File: config.mk
export PLATFORM = sky130hd
export DESIGN_NAME = seq_comparator_chunked_flat
export DESIGN_NICKNAME = d
export VERILOG_FILES = /design/src/rtl/seq_comparator_chunked_if.sv /design/src/rtl/seq_comparator_chunked.sv /design/src/flat_wrapper.sv
export SDC_FILE = /design/constraint.sdc
export NUM_CORES = 1
export LEC_CHECK = 0
export ABC_AREA = 1
export BUFFER_PORTS_ARGS = -buffer_cell sky130_fd_sc_hd__buf_2
export CORE_AREA = 2 2 86 55
export CTS_CLUSTER_DIAMETER = 100
export DETAILED_ROUTE_END_ITERATION = 8
export DIE_AREA = 0 0 88 57
export GPL_TIMING_DRIVEN = 0
export HOLD_SLACK_MARGIN = 0.08
export PLACE_DENSITY = 0.73
export SKIP_LAST_GASP = 1
export SYNTH_ARGS = -nofsm -noshare
export SYNTH_HDL_FRONTEND = slang
export SYNTH_SLANG_ARGS = --single-unit
export TNS_END_PERCENT = 30
File: constraint.sdc
create_clock -name clk -period 1.9 [get_ports clk]
set_input_delay 0.38 -clock clk [delete_from_list [all_inputs] [get_ports clk]]
set_output_delay 0.38 -clock clk [all_outputs]
set_load 0.01 [all_outputs]
File: src/rtl/seq_comparator_chunked_if.sv
// seq_comparator_chunked_if: start/busy/done compare handshake, operands and one-hot result.
interface seq_comparator_chunked_if #(parameter int WIDTH = 16);
    logic             start;
    logic [WIDTH-1:0] A;
    logic [WIDTH-1:0] B;
    logic             signed_mode;
    logic             busy;
    logic             done;
    logic             ET;
    logic             GT;
    logic             LT;
    modport master (output start, A, B, signed_mode, input busy, done, ET, GT, LT);
    modport slave  (input start, A, B, signed_mode, output busy, done, ET, GT, LT);
endinterface

File: src/rtl/seq_comparator_chunked.sv
// seq_comparator_chunked: multi-cycle magnitude compare, CHUNK bits per clock, MSB chunk first.
// Define CMP_EARLY_EXIT_EN to finish at the first differing chunk instead of always taking NCHUNK cycles.
module seq_comparator_chunked #(
    parameter int WIDTH = 16,
    parameter int CHUNK = 4
) (
    input logic clk,
    input logic rst,
    seq_comparator_chunked_if.slave bus
);
    localparam int NCHUNK = WIDTH / CHUNK;
    localparam int IW = NCHUNK > 1 ? $clog2(NCHUNK) : 1;

    if (CHUNK < 1 || CHUNK > WIDTH || WIDTH % CHUNK != 0) begin : g_param_err
        $error("seq_comparator_chunked: WIDTH must be a multiple of CHUNK and 1 <= CHUNK <= WIDTH");
    end

    typedef enum logic {IDLE, RUN} state_t;

    state_t           state;
    logic [WIDTH-1:0] a_r, b_r;
    logic             sm_r;
    logic [IW-1:0]    idx;
    logic             decided, gt_acc, lt_acc;
    logic             busy, done, et, gt, lt;

    logic [CHUNK-1:0] flip, a_c, b_c;
    logic             c_gt, c_lt, gt_n, lt_n, dec_n, last;

    // Flipping the sign bit of the top chunk turns a two's-complement compare into an unsigned one.
    always_comb begin
        flip  = (sm_r && idx == IW'(NCHUNK - 1)) ? CHUNK'(1) << (CHUNK - 1) : '0;
        a_c   = a_r[int'(idx) * CHUNK +: CHUNK] ^ flip;
        b_c   = b_r[int'(idx) * CHUNK +: CHUNK] ^ flip;
        c_gt  = a_c > b_c;
        c_lt  = a_c < b_c;
        gt_n  = decided ? gt_acc : c_gt;
        lt_n  = decided ? lt_acc : c_lt;
        dec_n = decided | c_gt | c_lt;
`ifdef CMP_EARLY_EXIT_EN
        last  = idx == '0 || dec_n;
`else
        last  = idx == '0;
`endif
    end

    always_ff @(posedge clk) begin
        if (rst) begin
            state   <= IDLE;
            a_r     <= '0;
            b_r     <= '0;
            sm_r    <= 1'b0;
            idx     <= '0;
            decided <= 1'b0;
            gt_acc  <= 1'b0;
            lt_acc  <= 1'b0;
            busy    <= 1'b0;
            done    <= 1'b0;
            et      <= 1'b0;
            gt      <= 1'b0;
            lt      <= 1'b0;
        end else begin
            done <= 1'b0;
            case (state)
                IDLE: if (bus.start) begin
                    state   <= RUN;
                    a_r     <= bus.A;
                    b_r     <= bus.B;
                    sm_r    <= bus.signed_mode;
                    idx     <= IW'(NCHUNK - 1);
                    decided <= 1'b0;
                    gt_acc  <= 1'b0;
                    lt_acc  <= 1'b0;
                    busy    <= 1'b1;
                    et      <= 1'b0;
                    gt      <= 1'b0;
                    lt      <= 1'b0;
                end
                RUN: begin
                    decided <= dec_n;
                    gt_acc  <= gt_n;
                    lt_acc  <= lt_n;
                    idx     <= idx - 1'b1;
                    if (last) begin
                        state <= IDLE;
                        busy  <= 1'b0;
                        done  <= 1'b1;
                        et    <= ~(gt_n | lt_n);
                        gt    <= gt_n;
                        lt    <= lt_n;
                    end
                end
                default: state <= IDLE;
            endcase
        end
    end

    assign bus.busy = busy;
    assign bus.done = done;
    assign bus.ET   = et;
    assign bus.GT   = gt;
    assign bus.LT   = lt;
endmodule

File: src/flat_wrapper.sv
// flat-port wrapper written by rule: the top's interface ports become plain ports
module seq_comparator_chunked_flat 
#(
    parameter int WIDTH = 16,
    parameter int CHUNK = 4
)
  (clk, rst, bus_start, bus_A, bus_B, bus_signed_mode, bus_busy, bus_done, bus_ET, bus_GT, bus_LT);
  seq_comparator_chunked_if #(.WIDTH(WIDTH)) bus_i ();
  input logic clk;
  input logic rst;
  input wire logic [$bits(bus_i.start)-1:0] bus_start;
  input wire logic [$bits(bus_i.A)-1:0] bus_A;
  input wire logic [$bits(bus_i.B)-1:0] bus_B;
  input wire logic [$bits(bus_i.signed_mode)-1:0] bus_signed_mode;
  output wire logic [$bits(bus_i.busy)-1:0] bus_busy;
  output wire logic [$bits(bus_i.done)-1:0] bus_done;
  output wire logic [$bits(bus_i.ET)-1:0] bus_ET;
  output wire logic [$bits(bus_i.GT)-1:0] bus_GT;
  output wire logic [$bits(bus_i.LT)-1:0] bus_LT;
  assign bus_i.start = bus_start;
  assign bus_i.A = bus_A;
  assign bus_i.B = bus_B;
  assign bus_i.signed_mode = bus_signed_mode;
  assign bus_busy = bus_i.busy;
  assign bus_done = bus_i.done;
  assign bus_ET = bus_i.ET;
  assign bus_GT = bus_i.GT;
  assign bus_LT = bus_i.LT;
  seq_comparator_chunked #(.WIDTH(WIDTH), .CHUNK(CHUNK)) u_core (.clk(clk), .rst(rst), .bus(bus_i));
endmodule
==> impl_metrics.csv <==
group,metric,value,unit
critical_path,rr_startpoint,"u_core.idx[0]",
placed_design,gp_congestion,0.865,
global_route,grt_antenna_before_repair,0,
routing,wirelength,4590,um
yosys,synth-seq-area-share,0.446,
critical_path,crit_path_end_kind,"flop",
critical_path,reg2reg_depth,13,
final_layout,antenna_cells,0,
timing,max_slew_margin,0.745,
floorplan,coreArea,0.00430,sq mm
floorplan,boundaryPins,41,
critical_path,crit_fanout,10,
final_layout,drive_above_1_share,0.244,
final_layout,area_delta_synth_final,23.0,%
routing,via_per_inst,4.83,
timing,finalCriticalPeriod,1.89,ns
pwr,total_power,2.30,mW
pwr,p_leak,1.12,nW
critical_path,crit_type,"reg2reg",
yosys,ys_ff_latch,44,
critical_path,critPathBufInv,4,
yosys,synth_top_cells_by_area,"dfxtp_1 45%, nor2_1 15%, o21ai_0 9.9%",
timing,whs,0.290,ns
routing,drt-pass1-iter-count,4,
final_layout,fin_util,0.565,
critical_path,crit_required,2.14,ns
outcome,status,"complete, no violations",
min_path,hp-start,"bus_A[14]",
floorplan,start_util,0.459,
timing,rsz0062_at_grt,"yes",
routing,wl_per_cell,12.3,um
clock_tree,cts_root_buf,"clkbuf_8",
critical_path,crit_chain,"buf_6 > inv_6 > buf_6 > o21ai_0 > o22ai_1 > ha_1 > nand2_2 > inv_1 > nand2_2 > nand3_4 > nand2_2 > nand2_1 > a21oi_1",
critical_path,crit_family,"compound AO/OA/AOI/OAI gates",
timing,hold_violations,0,
clock_tree,cts_hold_buf,0,
final_layout,final_common_cell,"nor2_1",
yosys,syn_avg_cell_area,7.55,sq um
timing,finalSetupViolCount,0,
clock_tree,htreeDepth,2,
timing,worstMarginPinSlew,0.382,ns
routing,num_vias,1806,
final_layout,nNetsFinal,352,
floorplan,die_h,57,um
final_layout,final_cell_mix,"78 x nor2_1, 42 x buf_2, 42 x dfxtp_1",
global_route,grt_first_pass_wirelength,7450,um
placed_design,io_buffers,39,
pwr,ir_drop,440,uV
timing,final_max_slew_viol_count,0,
clock_tree,cts_buffer_depth,2,
min_path,min_to,"u_core.a_r[14]",
global_route,grt_overflow,0,
floorplan,row_count,19,
critical_path,critPathLaunchType,"flop",
yosys,synth_area,0.00198,sq mm
timing,max_freq,528,MHz
routing,detail-route-antenna-nets,0,
yosys,synthCells,262,
clock_tree,cts_tree,"done",
critical_path,slowest_stage,"dfxtp_2",
yosys,ys_types,26,
timing,min_period_over_period,0.996,
critical_path,critical-path-max-stage-delay,0.35,ns
routing,drtIter0Drc,70,
clock_tree,clk_pin_slew,0.09,ns
critical_path,crit_arrival,2.13,ns
clock_tree,clock-sinks,44,
clock_tree,numCtsBuffers,5,
placed_design,dpl.hpwl,3380,um
yosys,yosysWarnings,0,
yosys,synth_top_area_share,0.446,
routing,drc,0,
global_route,grt_max_degree,15,
global_route,grt_pass1_vias,1608,
pwr,p_per_area,946,mW/mm^2
flow_run,max-cap-violations,0,
min_path,min_path_type,"in2reg",
clock_tree,insertion_delay,0.30,ns
critical_path,r2r-end,"u_core.lt_acc",
yosys,yosys.area.top_type,"dfxtp_1",
critical_path,rrSetupSlack,0.007,ns
floorplan,dieArea,0.00502,sq mm
yosys,synth_fp_nets,304,
floorplan,die_x,88,um
global_route,grt_usage,0.192,
critical_path,cpMostUsedCell,"nand2_2",
final_layout,fillerInstances,430,
min_path,holdPathStages,3,
final_layout,top_regs,"u_core.a_r: 16 flops, u_core.b_r: 16 flops, u_core.idx: 2 flops",
timing,skew,0.00907,ns
==> where the power goes <==
part	switching, mW	total [mW]	internal (mW)
logic	0.304	0.533	0.229
registers	0.0510	1.06	1.00
clock network	0.323	0.712	0.389
==> kinds of logic (layout without fill, tap and decap cells) <==
kind of cell	after synthesis	in the layout	synth area share
xor+xnor	2	2	0.00886
compound gates	65	65	0.177
fa+ha+maj	6	6	0.0380
simple gates	119	119	0.245
buf+inv	26	75	0.0854
flops	44	44	0.446
==> final cells by class <==
class / count / area (sq um) / area share
buffer: 15 / 130 / 0.0535
tap: 63 / 78.8 / 0.0324
sequential: 44 / 883 / 0.363
multi-input combinational: 192 / 962 / 0.396
clock inverter: 3 / 42.5 / 0.0175
clock buffer: 5 / 68.8 / 0.0283
inverter: 11 / 58.8 / 0.0242
timing repair buffer: 41 / 208 / 0.0854
==> stage by stage <==
| stage | area (sq um) | setup TNS, ns | instances | worst slack [ns] |
|---|---|---|---|---|
| after floorplan | 1980 | 0 | 262 | 0.121 |
| after global placement | 2250 | -0.214 | 364 | -0.0752 |
| after detailed placement | 2250 | -0.290 | 364 | -0.0805 |
| after CTS | 2380 | -0.0250 | 372 | -0.0250 |
| after global routing | 2430 | -0.550 | 374 | -0.118 |
| final | 2430 | 0 | 374 | 0.00710 |
==> layer usage <==
layer	vias up	GRT usage	part of all wire
met5	-	0	0
met4	0	0.0440	0.0092
met3	6	0.0637	0.063
met2	51	0.238	0.36
met1	796	0.310	0.57
li1	953	-	-
==> worst min-delay path, cell delays in order <==
cell and delay (ns):
buf_2 0.07, nor2_1 0.03, nor2_1 0.08
==> worst max path at each step <==
stage	start	end	slack, ns	depth (start not counted)
after detailed placement	u_core.idx[1]	u_core.bus.LT	-0.08	11
after global routing	u_core.idx[0]	u_core.bus.ET	-0.12	12
after CTS	u_core.idx[0]	u_core.bus.ET	-0.03	12
final	u_core.idx[0]	u_core.lt_acc	0.007	13
after floorplan	u_core.idx[0]	u_core.bus.LT	0.12	13
after global placement	u_core.idx[0]	u_core.bus.LT	-0.08	13
==> cell usage after synthesis <==
master and number:
o21ai_1 6, xnor2_1 1, o22ai_1 5, buf_4 4
a32o_1 3, nand3_1 3, nor2_8 1, clkinv_8 1
xor2_1 1, a221oi_1 1, inv_2 1, nand4_1 2
ha_1 6, a21oi_1 11, clkbuf_1 3, buf_2 3
o21ai_0 39, inv_4 1, nand2_4 1, nor2_1 80
inv_1 8, or2_1 1, nand2_1 29, buf_6 5
nor3_1 2, dfxtp_1 44
==> repair_timing <==
action / in CTS / in global routing
pin swaps: 0 / 9
gates cloned: 0 / 1
setup buffers: 0 / 1
gates resized for setup: 7 / 17
endpoints found under the setup margin: 5 / 6
(Power assumes the default switching activity.)
